$ cat config.mk
export PLATFORM = sky130hd
export DESIGN_NAME = haraka_absorb_ctrl
export DESIGN_NICKNAME = d
export VERILOG_FILES = /design/src/rtl/haraka_absorb_ctrl.sv
export SDC_FILE = /design/constraint.sdc
export NUM_CORES = 1
export LEC_CHECK = 0
export ABC_CLOCK_PERIOD_IN_PS = 2400
export CORE_MARGIN = 2
export CORE_UTILIZATION = 29
export DETAILED_ROUTE_END_ITERATION = 8
export PLACE_DENSITY = 0.5
export SLEW_MARGIN = 20
export SYNTH_ARGS = -nofsm -noshare
export SYNTH_HDL_FRONTEND = slang
export SYNTH_SLANG_ARGS = --single-unit
$ cat constraint.sdc
create_clock -name clk -period 2.4 [get_ports clk]
set_input_delay 0.36 -clock clk [delete_from_list [all_inputs] [get_ports clk]]
set_output_delay 0.36 -clock clk [all_outputs]
set_load 0.01 [all_outputs]
$ cat src/rtl/haraka_absorb_ctrl.sv
// Haraka sponge absorb front end: packs INWIDTH-bit words into RATE-bit blocks and applies 0x1F/bit-(RATE-1) padding.
// Latency: one cycle from the completing word to blk_valid. Backpressure: block held and in_ready low until blk_ready.
module haraka_absorb_ctrl #(
  parameter int INWIDTH = 64,
  parameter int RATE    = 256
) (
  input  logic               clk,
  input  logic               rst_n,
  input  logic               clear,
  input  logic [INWIDTH-1:0] in_data,
  input  logic               in_valid,
  input  logic               in_last,
  output logic               in_ready,
  output logic [RATE-1:0]    blk_data,
  output logic               blk_valid,
  output logic               blk_last,
  input  logic               blk_ready,
  output logic [15:0]        blk_count
);

  localparam int WORDS = RATE / INWIDTH;
  localparam int CW    = (WORDS > 1) ? $clog2(WORDS) : 1;
  localparam logic [CW-1:0]      LAST_CNT = CW'(WORDS - 1);
  localparam logic [INWIDTH-1:0] PAD_WORD = {{(INWIDTH-5){1'b0}}, 5'h1F};
  localparam logic [RATE-1:0]    PAD_BLK  = {1'b1, {(RATE-INWIDTH-1){1'b0}}, PAD_WORD};

  typedef enum logic [1:0] {
    FILL     = 2'd0,
    EMIT     = 2'd1,
    EMIT_PAD = 2'd2
  } state_t;

  state_t          state;
  logic [CW-1:0]   cnt;
  logic [CW-1:0]   cnt_nxt;
  logic            pad_pending;
  logic [RATE-1:0] fill_blk;
  logic            accept;
  logic            last_slot;

  assign accept    = in_valid && in_ready;
  assign last_slot = (cnt == LAST_CNT);
  assign cnt_nxt   = cnt + 1'b1;

  // A short final word gets its padding folded into the same block.
  always_comb begin
    fill_blk = blk_data;
    fill_blk[cnt*INWIDTH +: INWIDTH] = in_data;
    if (in_last && !last_slot) begin
      for (int k = 0; k < WORDS; k++) begin
        if (CW'(k) > cnt) begin
          fill_blk[k*INWIDTH +: INWIDTH] = '0;
        end
      end
      fill_blk[cnt_nxt*INWIDTH +: INWIDTH] = PAD_WORD;
      fill_blk[RATE-1] = 1'b1;
    end
  end

  always_ff @(posedge clk or negedge rst_n) begin
    if (!rst_n) begin
      state       <= FILL;
      cnt         <= '0;
      pad_pending <= 1'b0;
      blk_data    <= '0;
      blk_valid   <= 1'b0;
      blk_last    <= 1'b0;
      blk_count   <= '0;
      in_ready    <= 1'b0;
    end else if (clear) begin
      state       <= FILL;
      cnt         <= '0;
      pad_pending <= 1'b0;
      blk_data    <= '0;
      blk_valid   <= 1'b0;
      blk_last    <= 1'b0;
      blk_count   <= '0;
      in_ready    <= 1'b1;
    end else begin
      case (state)
        FILL: begin
          in_ready <= 1'b1;
          if (accept) begin
            blk_data <= fill_blk;
            if (in_last || last_slot) begin
              state       <= EMIT;
              blk_valid   <= 1'b1;
              in_ready    <= 1'b0;
              cnt         <= '0;
              blk_last    <= in_last && !last_slot;
              // A full final block still owes a separate padding-only block.
              pad_pending <= in_last && last_slot;
            end else begin
              cnt <= cnt_nxt;
            end
          end
        end
        EMIT: begin
          if (blk_ready) begin
            blk_count <= blk_count + 16'd1;
            if (pad_pending) begin
              state    <= EMIT_PAD;
              blk_data <= PAD_BLK;
              blk_last <= 1'b1;
            end else begin
              state     <= FILL;
              blk_data  <= '0;
              blk_valid <= 1'b0;
              blk_last  <= 1'b0;
              in_ready  <= 1'b1;
            end
          end
        end
        EMIT_PAD: begin
          if (blk_ready) begin
            blk_count   <= blk_count + 16'd1;
            pad_pending <= 1'b0;
            state       <= FILL;
            blk_data    <= '0;
            blk_valid   <= 1'b0;
            blk_last    <= 1'b0;
            in_ready    <= 1'b1;
          end
        end
        default: begin
          state     <= FILL;
          blk_valid <= 1'b0;
          blk_last  <= 1'b0;
          in_ready  <= 1'b1;
        end
      endcase
    end
  end

endmodule

==> After elaboration in Yosys (flattened, before gate mapping) <==
Cells that the tools add are included.
{ "op_classes": {"n_addsub": 4, "n_lt_le_gt_ge": 4, "eq_ne": 8, "n_shift": 4, "muxes": 55, "reduce_logical": 20} }
{ "op_table": {"columns": ["cell", "count"], "rows": [
  ["$mux W256", 6],
  ["$pmux W256 S3", 1],
  ["$bwmux W256", 2],
  ["$mux W64", 8],
  ["$shift A64 B34 Y256 const A", 2],
  ["$shiftx A64 B34 Y256", 1],
  ["$shiftx A64 B34 Y256 const A", 1],
  ["$neg A8 Y34", 2],
  ["$mux W16", 3],
  ["$mux W1", 20],
  ["$mux W2", 10],
  ["$add A16 B1 Y16 const B", 1],
  ["$ne A3 B3 Y1 const B", 5],
  ["$reduce_and A4 Y1", 3],
  ["$pmux W1 S3", 3],
  ["$reduce_bool A2 Y1", 4],
  ["$pmux W2 S3", 1],
  ["$reduce_and A5 Y1", 1],
  ["$eq A2 B2 Y1 const B", 2],
  ["$gt A1 B2 Y1 const A", 2],
  ["$gt A2 B2 Y1 const A", 2],
  ["$reduce_and A2 Y1", 2],
  ["$reduce_bool A4 Y1", 1],
  ["$logic_and A1 B1 Y1", 3],
  ["other kinds (9)", 9]
]} }
{ "word_totals": {"regBits": 280, "elab_cells": 103} }

==> Logic depth before layout (Yosys ltp) <==
Gate-level depths: netlist (run 1).
{ "depth": {"depth_word": 10, "mapped_depth": 10} }

==> Worst setup path before layout (run 1) <==
No wires, ideal clock.
{ "synth_timing": {"kind": "reg2reg", "from": "register cnt[0]", "to": "register blk_data[230]", "arrival_ns": 2.168, "t_required_ns": 2.323, "setup_slack_ns": 0.155, "stages_incl_launch_ff": 10, "n_path_buf": 3, "period_less_slack_ns": 2.245, "cell_sequence": "dfrtp_1 > buf_4 > inv_1 > ha_1 > nor3b_2 > o211a_1 > buf_2 > clkbuf_1 > nand3_1 > a21oi_1"} }
{ "synth_via": {"elab_chain_len": 10} }
{ "synth_lines": {"columns": ["element", "line", "text"], "rows": [
  ["start: declaration", "34", "logic [CW-1:0] cnt;"],
  ["start signal: assignment", "94", "cnt <= cnt_nxt;"],
  ["$neg A8 Y34", "48", "fill_blk[cnt*INWIDTH +: INWIDTH] = in_data;"],
  ["$shiftx A64 B34 Y256 / $shift A64 B34 Y256 (equally long branches)", "48", null],
  ["$bwmux W256", "48", null],
  ["$mux W64", "51", "if (CW'(k) > cnt) begin"],
  ["$mux W64", "49", "if (in_last && !last_slot) begin"],
  ["$bwmux W256", "55", "fill_blk[cnt_nxt*INWIDTH +: INWIDTH] = PAD_WORD;"],
  ["$mux W256 *", "49", null],
  ["$mux W256 *", "83", "if (accept) begin"],
  ["$pmux W256 S3 *", "80", "case (state)"],
  ["$mux W256 *", "70", "end else if (clear) begin"],
  ["end signal: assignment", "84", "blk_data <= fill_blk;"],
  ["end: declaration", "14", "output logic [RATE-1:0] blk_data,"]
]} }
Mark *: on every way between the ends. The rest lies on a longest branch, timed or not. The select of a mux whose other input is x is not followed.
A chain may end at the register's enable or synchronous reset.

==> Worst setup path after layout (run 1) <==
{ "layout_timing": {"from": "register state[1]", "to": "register blk_data[18]"} }
{ "layout_via": {"elab_chain_len": 3} }
{ "layout_lines": {"columns": ["element", "line", "text"], "rows": [
  ["start: declaration", "33", "state_t state;"],
  ["start signal: assignment", "62", "state <= FILL;"],
  ["start signal: assignment", "71", "state <= FILL;"],
  ["start signal: assignment", "86", "state <= EMIT;"],
  ["$eq A2 B1 Y1, or another cell as far along", "80", null],
  ["$ne A3 B3 Y1 (no source line), or another cell as far along", null, null],
  ["$reduce_and A4 Y1 (no source line) / $mux W256 (equally long branches)", null, null]
]} }
Parallel ways exist; a longest one is shown, timed or not.

==> results.cfg, run 1 <==
[worst_setup_path]
arrival_ns = 2.70
cp_num_buf_inv = 3
critPathMaxStageDelay_ns = 0.41
start_kind = flop
end_kind = flop
crit_type = flop to flop
cp_max_fo = 64
slowest_stage = dfrtp_1
crit_required_ns = 2.86
path_cells = inv_1, ha_1, nand2b_1, buf_4, o21ai_4, buf_12, o21ai_0, a21oi_1
critPathTopFamily = buffers and inverters

[finish]
layoutNonFillerInstCount = 2289
fill_cells = 4236
mostFrequentLayoutCell = clkdlybuf4s50_1
syn2layout_area_growth_pct = 45.4
fin_nets = 1754
final_layout_size_suffix_gt1_frac = 0.0932
final_cell_mix = clkdlybuf4s50_1, dfrtp_1, a21oi_1
post-route-util = 0.425

[detailed_routing]
drt-initial-drc-count = 1223
wl_per_cell_um = 23.2
first_pass_iters = 5
ant_nets = 0
remaining_drc_errors = 0
via_count = 12500
totalWireLength_um = 53100
vias_per_cell = 5.46

[synth]
synth_fp_nets = 1439
synthFlopType = dfrtp_1
ys_warn_count = 0
synth_seq_cells = 280
async_flop_share = 1.00
avgSynthCellArea_um2 = 9.50
synth-seq-area-share = 0.544
syn-cell-area_um2 = 12900
synth_edf_count = 0
synth_cells = 1356
ys_types = 52

[clock_tree]
clkTransAtPathRegs_ns = 0.06
htree_levels = 2
clk_latency_ns = 0.54
root_buffer = clkbuf_16
numCtsBuffers = 34
cts_num_sinks = 280
cts_buffer_depth = 3
cts_tree = yes

[global_route]
grt_max_degree = 94
grt-busiest-layer = met2
antenna_found_initial = 1
grt_usage = 0.226
overflow = 0
grt_pass1_wl_um = 80900
met3_usage = 0.0364
grt_util_met2 = 0.355
use_met1 = 0.318
grt_pass1_vias = 12400

[timing]
rsz0062_at_grt = no
slew_viol_final = 0
fin_skew_ns = 0.0212
finalCritPeriodShare = 0.933
period_needed_ns = 2.24
hold_violations = 0
whs_ns = 0.300
final.setup.tns_ns = 0
fmaxAchievable_ghz = 0.447
relSlewSlack = 0.574
finalSetupViolCount = 0
worst_pin_slew_ns = 0.634

[power_and_ir_drop]
powerDensity_nw_per_um2 = 961
finalPower_mw = 18.0
vdd_drop_max_mv = 0.589
leakage_nw = 7.23

[floorplan]
die_x_um = 215
initial_core_util = 0.293
fp.dieH_um = 215
core_um2 = 44000
dieArea_um2 = 46100
rows = 77
num_io_pins = 345

[place]
gp_congestion = 0.833
hpwl_um = 34800
portBuffers = 344
dp_cells = 2226

[min_path]
hp-class = primary input to async pin

[outcome]
status = finished, final reports clean

[run]
maxCapViolCount = 0
==> timing repair <==
action | CTS | global route
hold endpoints to repair | 37 | 0
setup buffers | 0 | 0
endpoints found under the setup margin | 0 | 7
resized for setup | 0 | 1
hold buffers | 1 | 0
==> logic make-up after synthesis <==
| family | synth area share |
|---|---|
| buffers and inverters | 0.0571 |
| XOR/XNOR | 0.00612 |
| AND/OR/NAND/NOR | 0.146 |
| adder cells (fa/ha/maj) | 0.0126 |
| multiplexers | 0.00252 |
| flip-flops | 0.544 |
| AO/OA/AOI/OAI | 0.231 |
==> flip-flops by register name (all words and copies together) (netlist names) <==
name / count
state: 2
blk_data: 256
blk_valid: 1
pad_pending: 1
blk_count: 16
blk_last: 1
cnt: 2
in_ready: 1
==> worst register-to-register path: stages, from the launching register on <==
cell,delay (ns)
dfrtp_1,0.41
inv_1,0.11
ha_1,0.39
nand2b_1,0.19
buf_4,0.23
o21ai_4,0.18
buf_12,0.29
o21ai_0,0.19
a21oi_1,0.16
==> stage by stage <==
| stage | worst slack [ns] | instance area [um2] |
|---|---|---|
| finish | 0.161 | 18700 |
| detailed placement | 0.0487 | 17600 |
| CTS | 0.0808 | 18700 |
| global placement | 0.0997 | 17600 |
| global route | 0.00158 | 18700 |
| floorplan | 0.155 | 12900 |
==> layout make-up <==
type | count | area [um2] | area share
clock inverters | 5 | 82.6 | 0.00441
diodes | 1 | 2.50 | 0.000134
flip-flops and latches | 280 | 7010 | 0.374
well taps | 592 | 741 | 0.0396
inverters | 11 | 41.3 | 0.00220
clock buffers | 56 | 1030 | 0.0553
repair buffers | 429 | 4560 | 0.244
multi-input cells | 915 | 5260 | 0.281
==> per-layer routing <==
| metal | up-vias | share of wire |
|---|---|---|
| met2 | 533 | 0.47 |
| met5 | - | 0 |
| met1 | 6243 | 0.44 |
| met3 | 72 | 0.064 |
| li1 | 5655 | - |
| met4 | 0 | 0.023 |
==> path summary, 6_finish.rpt <==
path                                           from                   endpoint  slack, ns  cells after the start
hold reg to reg            blk_data[64]$_DFFE_PN0P_   blk_data[64]$_DFFE_PN0P_       0.49                      1
max in group asynchronous                     rst_n   blk_data[90]$_DFFE_PN0P_       1.24                      4
min in group clk                        in_data[16]  blk_data[208]$_DFFE_PN0P_       0.49                      3
hold / removal                                rst_n   blk_count[6]$_DFFE_PN0P_       0.30                      2
setup / recovery               state[1]$_DFFE_PN0P_   blk_data[18]$_DFFE_PN0P_       0.16                      8
setup reg to reg               state[1]$_DFFE_PN0P_   blk_data[18]$_DFFE_PN0P_       0.16                      8
==> cell usage after synthesis (all sizes together), types with 2 or more instances <==
cell type,count,area [um2]
a21oi,277,1400
buf,61,347
a211o,2,17.5
o2bb2ai,15,131
dfrtp,280,7010
nand2,14,52.6
nor3b,3,32.5
o211ai,2,15.0
nor2b,3,18.8
inv,11,41.3
o211a,2,20.0
xor2,2,17.5
nor4,4,25.0
nand4,146,913
clkbuf,89,348
o21a,2,15.0
xnor2,7,61.3
ha,13,163
mux2,2,22.5
nor3,8,62.6
and4,3,26.3
and2,2,12.5
nor2,21,83.8
a211oi,3,45.0
or3,13,81.3
nand3,100,500
nand2b,4,25.0
o21ai,254,1280
==> report_power, final <==
part / switching [mW] / internal, mW
logic: 4.68 / 2.58
clock network: 2.10 / 3.16
registers: 0.309 / 5.17
(Power assumes the default switching activity.)
==> run 2, diff against run 1 <==
--- a/config.mk
+++ b/config.mk
@@ -9,6 +9,7 @@
 export CORE_MARGIN = 2
 export CORE_UTILIZATION = 29
 export DETAILED_ROUTE_END_ITERATION = 8
+export MAX_ROUTING_LAYER = met4
 export PLACE_DENSITY = 0.5
 export SLEW_MARGIN = 20
 export SYNTH_ARGS = -nofsm -noshare
==> results.cfg, run 2 (synthesis results as in run 1) <==
[timing]
slew_viol_final = 0
relSlewSlack = 0.574
worst_pin_slew_ns = 0.634
finalSetupViolCount = 0
fin_skew_ns = 0.0211
finalCritPeriodShare = 0.934
period_needed_ns = 2.24
fmaxAchievable_ghz = 0.446
hold_violations = 0
rsz0062_at_grt = no
final.setup.tns_ns = 0

[power_and_ir_drop]
power_switching_mw = 7.08
leakage_nw = 7.23
powerDensity_nw_per_um2 = 961
pwr-share-clk = 0.292
intPower_mw = 10.9
vdd_drop_max_mv = 0.583
finalPower_mw = 18.0
p_seq_frac = 0.305
switching_share = 0.394
combinationalPowerShare = 0.403

[worst_setup_path]
reg2reg_setup_slack_ns = 0.16
crit-reg2reg-launch = state[1]$_DFFE_PN0P_
crit_required_ns = 2.86
cp_max_fo = 64
end_kind = flop
start_kind = flop
worst_r2r_path_depth = 8
arrival_ns = 2.70
r2r-end = blk_data[18]$_DFFE_PN0P_
crit_type = flop to flop

[detailed_routing]
drt-initial-drc-count = 1202
ant_nets = 0
first_pass_iters = 6
remaining_drc_errors = 0
totalWireLength_um = 53200
wl_per_cell_um = 23.2
vias_per_cell = 5.48
via_count = 12500

[floorplan]
die_x_um = 215
core_um2 = 44000
initial_core_util = 0.293
dieArea_um2 = 46100
rows = 77
num_io_pins = 345
fp.dieH_um = 215

[clock_tree]
cts_setup_buffers = 0
clkTransAtPathRegs_ns = 0.06
cts_tree = yes
root_buffer = clkbuf_16
clk_latency_ns = 0.54
cts_buffer_depth = 3
cts_num_sinks = 280
numCtsBuffers = 34
htree_levels = 2

[finish]
mostFrequentLayoutCell = clkdlybuf4s50_1
syn2layout_area_growth_pct = 45.4
largest_reg_flops = 256
reg_top3 = blk_data (256), blk_count (16)
final_layout_size_suffix_gt1_frac = 0.0932
fill_cells = 4236
final_cell_mix = clkdlybuf4s50_1, dfrtp_1, a21oi_1
fin_nets = 1754
post-route-util = 0.425
max_flop_register = blk_data

[global_route]
grt_max_degree = 94
antenna_found_initial = 1
grt_pass1_wl_um = 81000
overflow = 0
grt_usage = 0.233
grt_pass1_vias = 12400

[place]
hpwl_um = 34800
gp_congestion = 0.846
portBuffers = 344

[run]
maxCapViolCount = 0

[min_path]
hp-class = primary input to async pin

[outcome]
status = finished, final reports clean
[run 2: how the worst max path moves through the flow]
stage / from / to / slack [ns] / cells after the start
floorplan: cnt[0]$_DFFE_PN0P_ / blk_data[230]$_DFFE_PN0P_ / 0.15 / 9
global placement: blk_ready / blk_data[39]$_DFFE_PN0P_ / 0.1 / 8
detailed placement: blk_ready / blk_data[49]$_DFFE_PN0P_ / 0.05 / 8
CTS: state[1]$_DFFE_PN0P_ / blk_data[67]$_DFFE_PN0P_ / 0.08 / 7
global route: state[1]$_DFFE_PN0P_ / blk_data[18]$_DFFE_PN0P_ / 0.002 / 8
finish: state[1]$_DFFE_PN0P_ / blk_data[18]$_DFFE_PN0P_ / 0.16 / 8
[run 2: per-layer routing]
layer | vias to the layer above | GRT usage | share of wire
met2 | 539 | 0.357 | 0.47
met4 | 0 | 0.0720 | 0.023
met1 | 6263 | 0.320 | 0.45
met5 | - | - | 0
met3 | 66 | 0.0317 | 0.059
li1 | 5668 | - | -
[run 2: per-stage QoR]
| step | cells | hold WS (ns) | cell area (um2) | worst slack, ns |
|---|---|---|---|---|
| floorplan | 1356 | 0.0644 | 12900 | 0.155 |
| finish | 2289 | 0.295 | 18700 | 0.159 |
| CTS | 2288 | 0.291 | 18700 | 0.0808 |
| global route | 2289 | 0.324 | 18700 | 0.00216 |
| global placement | 2226 | 0.273 | 17600 | 0.0997 |
| detailed placement | 2226 | 0.281 | 17600 | 0.0487 |
[run 2: area by class of cell]
cell class	count	area, um2	area share
clock inverters	5	82.6	0.00441
inverters	11	41.3	0.00220
flip-flops and latches	280	7010	0.374
multi-input cells	915	5260	0.281
repair buffers	429	4560	0.244
clock buffers	56	1030	0.0553
diodes	1	2.50	0.000134
well taps	592	741	0.0396
[run 2: power by group through the flow]
stage               clock, mW  combinational [mW]  sequential, mW
global placement            0                7.16            5.57
finish                   5.25                7.26            5.48
global route             5.56                7.76            5.52
floorplan                   0                3.59            5.65
CTS                      5.38                7.25            5.48
detailed placement          0                7.23            5.55
[run 2: critical path, cell delays in order, from the launching register on]
cell and delay (ns):
dfrtp_1 0.41, inv_1 0.11, ha_1 0.39, nand2b_1 0.19, buf_4 0.23, o21ai_4 0.17
buf_12 0.29, o21ai_0 0.14, a21oi_1 0.16
[run 2: timing repair]
action	CTS	global route
setup endpoints to repair	0	6
hold buffers	1	0
hold endpoints to repair	37	0
gates resized for setup	0	1
